<file path="src/rtl/prog_loader_pkg.sv">
// prog_loader_pkg: shared constants and types for the program loader.
//   PL_ADDR_W   default program address width (PC width)
//   PL_INSTR_W  default instruction width
//   PL_NB       bytes per instruction word, rounded up
//   ld_state_e  loader FSM state encoding (also exported as a debug port)
package prog_loader_pkg;

   // Bytes needed to carry one w-bit word.
   function automatic int nb_bytes(input int w);
      return (w + 7) / 8;
   endfunction

   localparam int PL_ADDR_W  = 8;
   localparam int PL_INSTR_W = 17;
   localparam int PL_NB      = nb_bytes(PL_INSTR_W);

   typedef enum logic [3:0] {
      ST_IDLE = 4'd0,
      ST_CNT  = 4'd1,
      ST_B0   = 4'd2,
      ST_B1   = 4'd3,
      ST_B2   = 4'd4,
      ST_WR   = 4'd5,
      ST_CHK  = 4'd6,
      ST_DONE = 4'd7,
      ST_ERR  = 4'd8
   } ld_state_e;

endpackage

</file>
<file path="src/rtl/prog_loader_if.sv">
// prog_loader_if: host byte stream plus prog_mem write port.
//   in_valid/in_data  host -> loader byte stream
//   in_ready          loader -> host
//   pm_we/addr/wdata  loader -> prog_mem synchronous write port
// Handshake: a byte moves on a rising clock edge where in_valid && in_ready
// are both high; in_data is don't-care otherwise. The host may hold in_valid
// low for any number of cycles. pm_addr/pm_wdata are meaningful only while
// pm_we is high.
// Modports: slave = the loader, master = host / memory side.
interface prog_loader_if
   import prog_loader_pkg::*;
#(
   parameter int ADDR_W  = PL_ADDR_W,
   parameter int INSTR_W = PL_INSTR_W
) ();

   logic               in_valid;
   logic [7:0]         in_data;
   logic               in_ready;
   logic               pm_we;
   logic [ADDR_W-1:0]  pm_addr;
   logic [INSTR_W-1:0] pm_wdata;

   modport slave (
      input  in_valid, in_data,
      output in_ready, pm_we, pm_addr, pm_wdata
   );

   modport master (
      output in_valid, in_data,
      input  in_ready, pm_we, pm_addr, pm_wdata
   );

endinterface

</file>
<file path="src/rtl/prog_loader_word_packer.sv">
// prog_loader_word_packer: assembles NB little-endian bytes into one word.
//   clk, reset   clock, asynchronous active-high reset
//   clr          restart byte count for a new load
//   shift_en     a payload byte is being accepted this cycle
//   byte_in      the payload byte
//   word_o       word including byte_in (valid on the final byte)
//   pad_err      final byte carries set bits above INSTR_W-1
module prog_loader_word_packer #(
   parameter int NB      = 3,
   parameter int INSTR_W = 17
) (
   input  logic               clk,
   input  logic               reset,
   input  logic               clr,
   input  logic               shift_en,
   input  logic [7:0]         byte_in,
   output logic [INSTR_W-1:0] word_o,
   output logic               pad_err
);

   localparam int CW = (NB > 1) ? $clog2(NB) : 1;
   localparam logic [CW-1:0] LAST_IDX = CW'(NB - 1);

   // Only the first NB-1 bytes need storing; the final byte comes straight
   // from byte_in so the word is complete in the cycle it is accepted.
   logic [(NB-1)*8-1:0] acc_q, acc_d;
   logic [CW-1:0]       cnt_q, cnt_d;
   logic [NB*8-1:0]     word_nxt;
   logic                last;

   assign word_nxt = {byte_in, acc_q};
   assign last     = (cnt_q == LAST_IDX);
   assign word_o   = word_nxt[INSTR_W-1:0];
   assign pad_err  = last && (word_nxt[NB*8-1:INSTR_W] != '0);

   always_comb begin
      acc_d = acc_q;
      cnt_d = cnt_q;
      if (clr) begin
         acc_d = '0;
         cnt_d = '0;
      end else if (shift_en) begin
         acc_d = word_nxt[NB*8-1:8];
         cnt_d = last ? '0 : cnt_q + CW'(1);
      end
   end

   always_ff @(posedge clk or posedge reset) begin
      if (reset) begin
         acc_q <= '0;
         cnt_q <= '0;
      end else begin
         acc_q <= acc_d;
         cnt_q <= cnt_d;
      end
   end

endmodule

</file>
<file path="src/rtl/prog_loader.sv">
// prog_loader: loads a byte stream (CNT, CNT words x NB bytes, CHK) into
// prog_mem and holds the core while loading.
//   clk, reset   clock, asynchronous active-high reset
//   start        1-cycle pulse; honoured in IDLE/DONE/ERR
//   bus          byte stream in, prog_mem write port out (slave modport)
//   core_hold    core must not fetch; stays high after a failed load
//   busy         load in progress
//   done / err   outcome of the last load, sticky until the next start
//   dbg_state    current FSM state
module prog_loader
   import prog_loader_pkg::*;
#(
   parameter int                ADDR_W    = PL_ADDR_W,
   parameter int                INSTR_W   = PL_INSTR_W,
   parameter logic [ADDR_W-1:0] BASE_ADDR = '0
) (
   input  logic           clk,
   input  logic           reset,
   input  logic           start,
   prog_loader_if.slave   bus,
   output logic           core_hold,
   output logic           busy,
   output logic           done,
   output logic           err,
   output ld_state_e      dbg_state
);

   localparam int NB = nb_bytes(INSTR_W);
   localparam int LW = ADDR_W + 1;
   // CNT = 0 encodes a full image of 2**ADDR_W words.
   localparam logic [LW-1:0] LEFT_FULL = {1'b1, {ADDR_W{1'b0}}};
   localparam logic [LW-1:0] LEFT_ONE  = LW'(1);

   ld_state_e          state_q, state_d;
   logic [ADDR_W-1:0]  widx_q, widx_d;
   logic [LW-1:0]      left_q, left_d;
   logic [7:0]         csum_q, csum_d;
   logic [ADDR_W-1:0]  pm_addr_q, pm_addr_d;
   logic [INSTR_W-1:0] pm_wdata_q, pm_wdata_d;
   logic               in_ready_q, in_ready_d;
   logic               pm_we_q, pm_we_d;
   logic               busy_q, busy_d;
   logic               hold_q, hold_d;
   logic               done_q, done_d;
   logic               err_q, err_d;

   logic               accept;
   logic               pk_clr, pk_shift;
   logic [INSTR_W-1:0] pk_word;
   logic               pk_pad_err;

   assign accept = bus.in_valid && in_ready_q;

   prog_loader_word_packer #(
      .NB      (NB),
      .INSTR_W (INSTR_W)
   ) u_packer (
      .clk      (clk),
      .reset    (reset),
      .clr      (pk_clr),
      .shift_en (pk_shift),
      .byte_in  (bus.in_data),
      .word_o   (pk_word),
      .pad_err  (pk_pad_err)
   );

   always_comb begin
      state_d    = state_q;
      widx_d     = widx_q;
      left_d     = left_q;
      csum_d     = csum_q;
      pm_addr_d  = pm_addr_q;
      pm_wdata_d = pm_wdata_q;
      pk_clr     = 1'b0;
      pk_shift   = 1'b0;

      case (state_q)
         ST_IDLE, ST_DONE, ST_ERR: begin
            if (start) begin
               state_d = ST_CNT;
               csum_d  = '0;
               widx_d  = '0;
               left_d  = '0;
               pk_clr  = 1'b1;
            end
         end
         ST_CNT: begin
            if (accept) begin
               csum_d  = csum_q ^ bus.in_data;
               left_d  = (bus.in_data == 8'h00) ? LEFT_FULL : LW'(bus.in_data);
               state_d = ST_B0;
            end
         end
         ST_B0, ST_B1: begin
            if (accept) begin
               csum_d   = csum_q ^ bus.in_data;
               pk_shift = 1'b1;
               state_d  = (state_q == ST_B0) ? ST_B1 : ST_B2;
            end
         end
         ST_B2: begin
            if (accept) begin
               pk_shift = 1'b1;
               if (pk_pad_err) begin
                  state_d = ST_ERR;
               end else begin
                  csum_d     = csum_q ^ bus.in_data;
                  // Loaded here so the registered write port is valid in WR.
                  pm_addr_d  = BASE_ADDR + widx_q;
                  pm_wdata_d = pk_word;
                  state_d    = ST_WR;
               end
            end
         end
         ST_WR: begin
            widx_d  = widx_q + ADDR_W'(1);
            left_d  = left_q - LEFT_ONE;
            state_d = (left_q == LEFT_ONE) ? ST_CHK : ST_B0;
         end
         ST_CHK: begin
            if (accept) begin
               state_d = (csum_q == bus.in_data) ? ST_DONE : ST_ERR;
            end
         end
         default: state_d = ST_IDLE;
      endcase

      // Outputs are a registered decode of the next state.
      in_ready_d = (state_d == ST_CNT) || (state_d == ST_B0) || (state_d == ST_B1) ||
                   (state_d == ST_B2)  || (state_d == ST_CHK);
      pm_we_d    = (state_d == ST_WR);
      busy_d     = in_ready_d || pm_we_d;
      // A failed load keeps the core halted so a partial image never runs.
      hold_d     = busy_d || (state_d == ST_ERR);
      done_d     = (state_d == ST_DONE);
      err_d      = (state_d == ST_ERR);
   end

   always_ff @(posedge clk or posedge reset) begin
      if (reset) begin
         state_q    <= ST_IDLE;
         widx_q     <= '0;
         left_q     <= '0;
         csum_q     <= '0;
         pm_addr_q  <= BASE_ADDR;
         pm_wdata_q <= '0;
         in_ready_q <= 1'b0;
         pm_we_q    <= 1'b0;
         busy_q     <= 1'b0;
         hold_q     <= 1'b0;
         done_q     <= 1'b0;
         err_q      <= 1'b0;
      end else begin
         state_q    <= state_d;
         widx_q     <= widx_d;
         left_q     <= left_d;
         csum_q     <= csum_d;
         pm_addr_q  <= pm_addr_d;
         pm_wdata_q <= pm_wdata_d;
         in_ready_q <= in_ready_d;
         pm_we_q    <= pm_we_d;
         busy_q     <= busy_d;
         hold_q     <= hold_d;
         done_q     <= done_d;
         err_q      <= err_d;
      end
   end

   assign bus.in_ready = in_ready_q;
   assign bus.pm_we    = pm_we_q;
   assign bus.pm_addr  = pm_addr_q;
   assign bus.pm_wdata = pm_wdata_q;
   assign core_hold    = hold_q;
   assign busy         = busy_q;
   assign done         = done_q;
   assign err          = err_q;
   assign dbg_state    = state_q;

endmodule

</file>
<file path="src/flat_wrapper.sv">
// flat-port wrapper written by rule: the top's interface ports become plain ports
module prog_loader_flat import prog_loader_pkg::*;
#(
   parameter int                ADDR_W    = PL_ADDR_W,
   parameter int                INSTR_W   = PL_INSTR_W,
   parameter logic [ADDR_W-1:0] BASE_ADDR = '0
)
  (clk, reset, start, core_hold, busy, done, err, dbg_state, bus_in_valid, bus_in_data, bus_in_ready, bus_pm_we, bus_pm_addr, bus_pm_wdata);
  prog_loader_if #(.ADDR_W(ADDR_W), .INSTR_W(INSTR_W)) bus_i ();
  input  logic clk;
  input  logic reset;
  input  logic start;
  output logic core_hold;
  output logic busy;
  output logic done;
  output logic err;
  output ld_state_e dbg_state;
  input wire logic [$bits(bus_i.in_valid)-1:0] bus_in_valid;
  input wire logic [$bits(bus_i.in_data)-1:0] bus_in_data;
  output wire logic [$bits(bus_i.in_ready)-1:0] bus_in_ready;
  output wire logic [$bits(bus_i.pm_we)-1:0] bus_pm_we;
  output wire logic [$bits(bus_i.pm_addr)-1:0] bus_pm_addr;
  output wire logic [$bits(bus_i.pm_wdata)-1:0] bus_pm_wdata;
  assign bus_i.in_valid = bus_in_valid;
  assign bus_i.in_data = bus_in_data;
  assign bus_in_ready = bus_i.in_ready;
  assign bus_pm_we = bus_i.pm_we;
  assign bus_pm_addr = bus_i.pm_addr;
  assign bus_pm_wdata = bus_i.pm_wdata;
  prog_loader #(.ADDR_W(ADDR_W), .INSTR_W(INSTR_W), .BASE_ADDR(BASE_ADDR)) u_core (.clk(clk), .reset(reset), .start(start), .bus(bus_i), .core_hold(core_hold), .busy(busy), .done(done), .err(err), .dbg_state(dbg_state));
endmodule
</file>
<file path="config.mk">
export PLATFORM = sky130hd
export DESIGN_NAME = prog_loader_flat
export DESIGN_NICKNAME = d
export VERILOG_FILES = /design/src/rtl/prog_loader_pkg.sv /design/src/rtl/prog_loader_if.sv /design/src/rtl/prog_loader_word_packer.sv /design/src/rtl/prog_loader.sv /design/src/flat_wrapper.sv
export SDC_FILE = /design/constraint.sdc
export NUM_CORES = 1
export LEC_CHECK = 0
export CAP_MARGIN = 10
export CORE_MARGIN = 1.5
export CORE_UTILIZATION = 40
export DETAILED_ROUTE_END_ITERATION = 6
export HOLD_SLACK_MARGIN = 0.15
export PLACE_DENSITY = 0.64
export REMOVE_ABC_BUFFERS = 1
export SYNTH_ARGS = -nofsm -noshare
export SYNTH_HDL_FRONTEND = slang
export SYNTH_SLANG_ARGS = --single-unit
export TNS_END_PERCENT = 1
</file>
<file path="constraint.sdc">
create_clock -name clk -period 2.55 [get_ports clk]
set_input_delay 0.51 -clock clk [delete_from_list [all_inputs] [get_ports clk]]
set_output_delay 0.51 -clock clk [all_outputs]
set_load 0.02 [all_outputs]
</file>
==> flow_summary_export.csv <==
group,metric,value,unit
sta,slew_viol_final,0,
placed_design,dp_cells,501,
power_and_ir_drop,sequentialPowerShare,0.364,
synth,synth_seq_cells,78,
finish,fin_util,0.519,
power_and_ir_drop,leakage,0.00210,uW
sta,timing.fmax,0.435,GHz
global_route,grt-ovfl-total,0,
finish,area_delta_synth_final,26.3,%
die,chipWidth,99.9,um
setup_path,timing.rr.end,"u_core.bus.pm_wdata[2]",
finish,final_layout_size_suffix_gt1_frac,0.190,
die,core,9150,sq um
worst_hold_path,min_path_cells,1,
power_and_ir_drop,p_comb_frac,0.459,
sta,setup-violations-final,0,
cts,cts-buffers-inserted,9,
die,fp.dieH,99.9,um
synth,syn_avg_cell_area,11.5,sq um
detailed_routing,firstDrtPassIters,4,
detailed_routing,viasPerCell,5.53,
detailed_routing,initialDrtViolationCount,146,
synth,muxShareOfSynthArea,0.0776,
finish,diodes,0,
setup_path,reg2reg_setup_slack,0.35,ns
setup_path,endpoint_kind,"flop",
cts,clock_latency,0.35,ns
finish,final_area,4750,sq um
global_route,grt_usage,0.175,
global_route,grt_pass1_vias,2738,
worst_hold_path,worstHoldPathType,"reg2reg",
placed_design,io_buffers,46,
synth,synth-xor-area-share,0.0210,
sta,tightestPinTransition,0.739,ns
sta,relSlewSlack,0.506,
global_route,antenna_found_initial,0,
die,rows,35,
sta,finalCriticalPeriod,2.30,ns
cts,postCtsResizedCells,0,
synth,synth.most_common_cell,"dfrtp_1",
synth,synth_area,3760,sq um
sta,clock_skew,0.0108,ns
detailed_routing,post_drt_wl_per_cell,16.2,um
placed_design,place_hpwl,5660,um
synth,syn_inst,327,
finish,instances_no_fill,516,
cts,clk_pin_slew_worst_paths,0.08,ns
die,die_area,9980,sq um
setup_path,r2r_cells,5,
placed_design,routabilityCongestion,0.877,
power_and_ir_drop,peakVddDrop,0.413,mV
synth,yosysUniqueCellTypes,67,
outcome,status,"complete, no violations",
sta,timing.final.crit_share,0.901,
global_route,grt_start_max_net_pins,79,
placed_design,place_area,4540,sq um
detailed_routing,vias,2852,
placed_design,dp_slack,-0.0849,ns
synth,synth-adder-area-share,0.00999,
synth,synthFlopType,"dfrtp_1",
setup_path,start_kind,"input port",
synth,yosysWarnings,0,
worst_hold_path,worstHoldStart,"u_core.bus.pm_addr[7]",
setup_path,crit_type,"in2reg",
setup_path,critPathMaxFanout,6,
cts,htreeDepth,3,
synth,seq_area_frac_synth,0.520,
die,start_util,0.410,
detailed_routing,wirelength,8380,um
cts,cts_num_sinks,78,
global_route,grt_pass1_wl,13800,um
synth,synth_top_family_by_area,"compound AO/OA/AOI/OAI gates",
synth,yosysTopAreaCell,"dfrtp_1",
synth,synth_edf_count,0,
synth,synthArstFlopShare,1.00,
run,drv_cap,0,
sta,rsz0062_at_grt,"no",
sta,final_hold_viol_count,0,
synth,synth-simple-area-share,0.143,
detailed_routing,drcViolationCount,0,
synth,synth_area_leaders,"dfrtp_1 (52%), mux2_1 (6.0%), a22o_1 (3.7%), o21ai_0 (3.3%), nor2_1 (2.4%)",
die,ios,47,
finish,nets,416,
worst_hold_path,holdPathEnd,"u_core.bus.pm_addr[7]",
synth,synth_top_area_frac,0.520,
power_and_ir_drop,clkPwrFrac,0.177,
setup_path,crit_required,2.79,ns
power_and_ir_drop,internal-power,3530,uW
synth,synth_compound_area_frac,0.195,
synth,synth_common_cells,"dfrtp_1 (78), o21ai_0 (25), nor2_1 (24), mux2_1 (20), a22o_1 (16)",
cts,cts.path.max_buffers,2,
cts,postCtsSetupRepairBufs,0,
power_and_ir_drop,p_switching,2170,uW
power_and_ir_drop,swShare,0.381,
cts,root_buffer,"clkbuf_8",
detailed_routing,drtAntennaViolNets,0,
setup_path,worst_ep_arrival_time,2.54,ns
setup_path,crit-reg2reg-launch,"u_core.dbg_state[0]",
cts,hold_buffers,0,
sta,worst_slack,0.253,ns
power_and_ir_drop,pwr_density_cell,1200,nW/um^2
cts,cts_tree,"yes",
==> worst max-delay path: stages <==
cell             delay [ns]
clkdlybuf4s50_1        0.57
and4b_1                0.29
o31ai_1                0.32
o221ai_2               0.18
or3_1                  0.37
a211o_1                0.30
==> cells in the final DEF (no fill, tap or decap), types with 9 or more instances in the layout <==
| master | n |
|---|---|
| a22o_1 | 16 |
| nor2_1 | 24 |
| nand2_1 | 10 |
| clkdlybuf4s50_1 | 46 |
| mux2_1 | 20 |
| nand2b_1 | 11 |
| dfrtp_1 | 78 |
| buf_4 | 29 |
| o31ai_1 | 12 |
| clkbuf_8 | 9 |
| o21ai_0 | 25 |
==> flip-flops by register name, summed over array words and instances (netlist names) <==
register	count
u_core.done	1
u_core.dbg_state	4
u_core.csum_q	8
u_core.bus.pm_wdata	17
u_core.left_q	9
u_core.bus.pm_addr	8
u_core.u_packer.acc_q	16
u_core.bus.in_ready	1
u_core.err	1
u_core.busy	1
u_core.bus.pm_we	1
u_core.widx_q	8
u_core.core_hold	1
u_core.u_packer.cnt_q	2
==> worst max path at each step <==
stage / cells past startpoint / start / end / slack (ns)
after global placement: 6 / bus_in_valid / u_core.core_hold / -0.09
after floorplan: 1 / reset / u_core.bus.in_ready / 0.04
final: 6 / bus_in_valid / u_core.core_hold / 0.25
after global routing: 6 / bus_in_valid / u_core.core_hold / 0.21
after CTS: 6 / bus_in_valid / u_core.core_hold / 0.29
after detailed placement: 6 / bus_in_valid / u_core.core_hold / -0.08
==> through the flow <==
step | hold WS (ns) | setup TNS, ns | power, uW
3_5_place_dp | 0.474 | -0.0849 | 4710
5_1_grt | 0.509 | 0 | 6080
6_report | 0.486 | 0 | 5700
2_1_floorplan | 0.448 | 0 | 3590
4_1_cts | 0.492 | 0 | 5750
3_3_place_gp | 0.466 | -0.0948 | 4650
==> logic make-up (layout without fill, tap and decap cells) <==
group,after synthesis,after routing
AO/OA/AOI/OAI,99,99
XOR/XNOR,9,9
buffers and inverters,23,101
multiplexers,26,26
AND/OR/NAND/NOR,89,89
adder cells (fa/ha/maj),3,3
flip-flops,78,78
==> final cells by class <==
type	count	area, sq um
multi-input cells	226	1680
flip-flops and latches	78	1950
inverters	8	30.0
repair buffers	78	738
clock buffers	9	124
fillers	812	4410
clock inverters	6	86.3
well taps	111	139
==> per-layer routing <==
metal | part of all wire | GRT usage | vias up
li1 | - | - | 1364
met1 | 0.49 | 0.250 | 1403
met2 | 0.45 | 0.260 | 69
met3 | 0.041 | 0.0265 | 16
met4 | 0.025 | 0.0888 | 0
met5 | 0 | 0 | -
==> power groups by stage <==
stage | clock (uW) | combinational [uW] | sequential [uW]
6_report | 1010 | 2620 | 2070
5_1_grt | 1090 | 2840 | 2150
4_1_cts | 1050 | 2630 | 2080
3_5_place_dp | 0 | 2610 | 2100
3_3_place_gp | 0 | 2570 | 2080
2_1_floorplan | 0 | 1250 | 2340
Power figures use the tool's default switching activity.
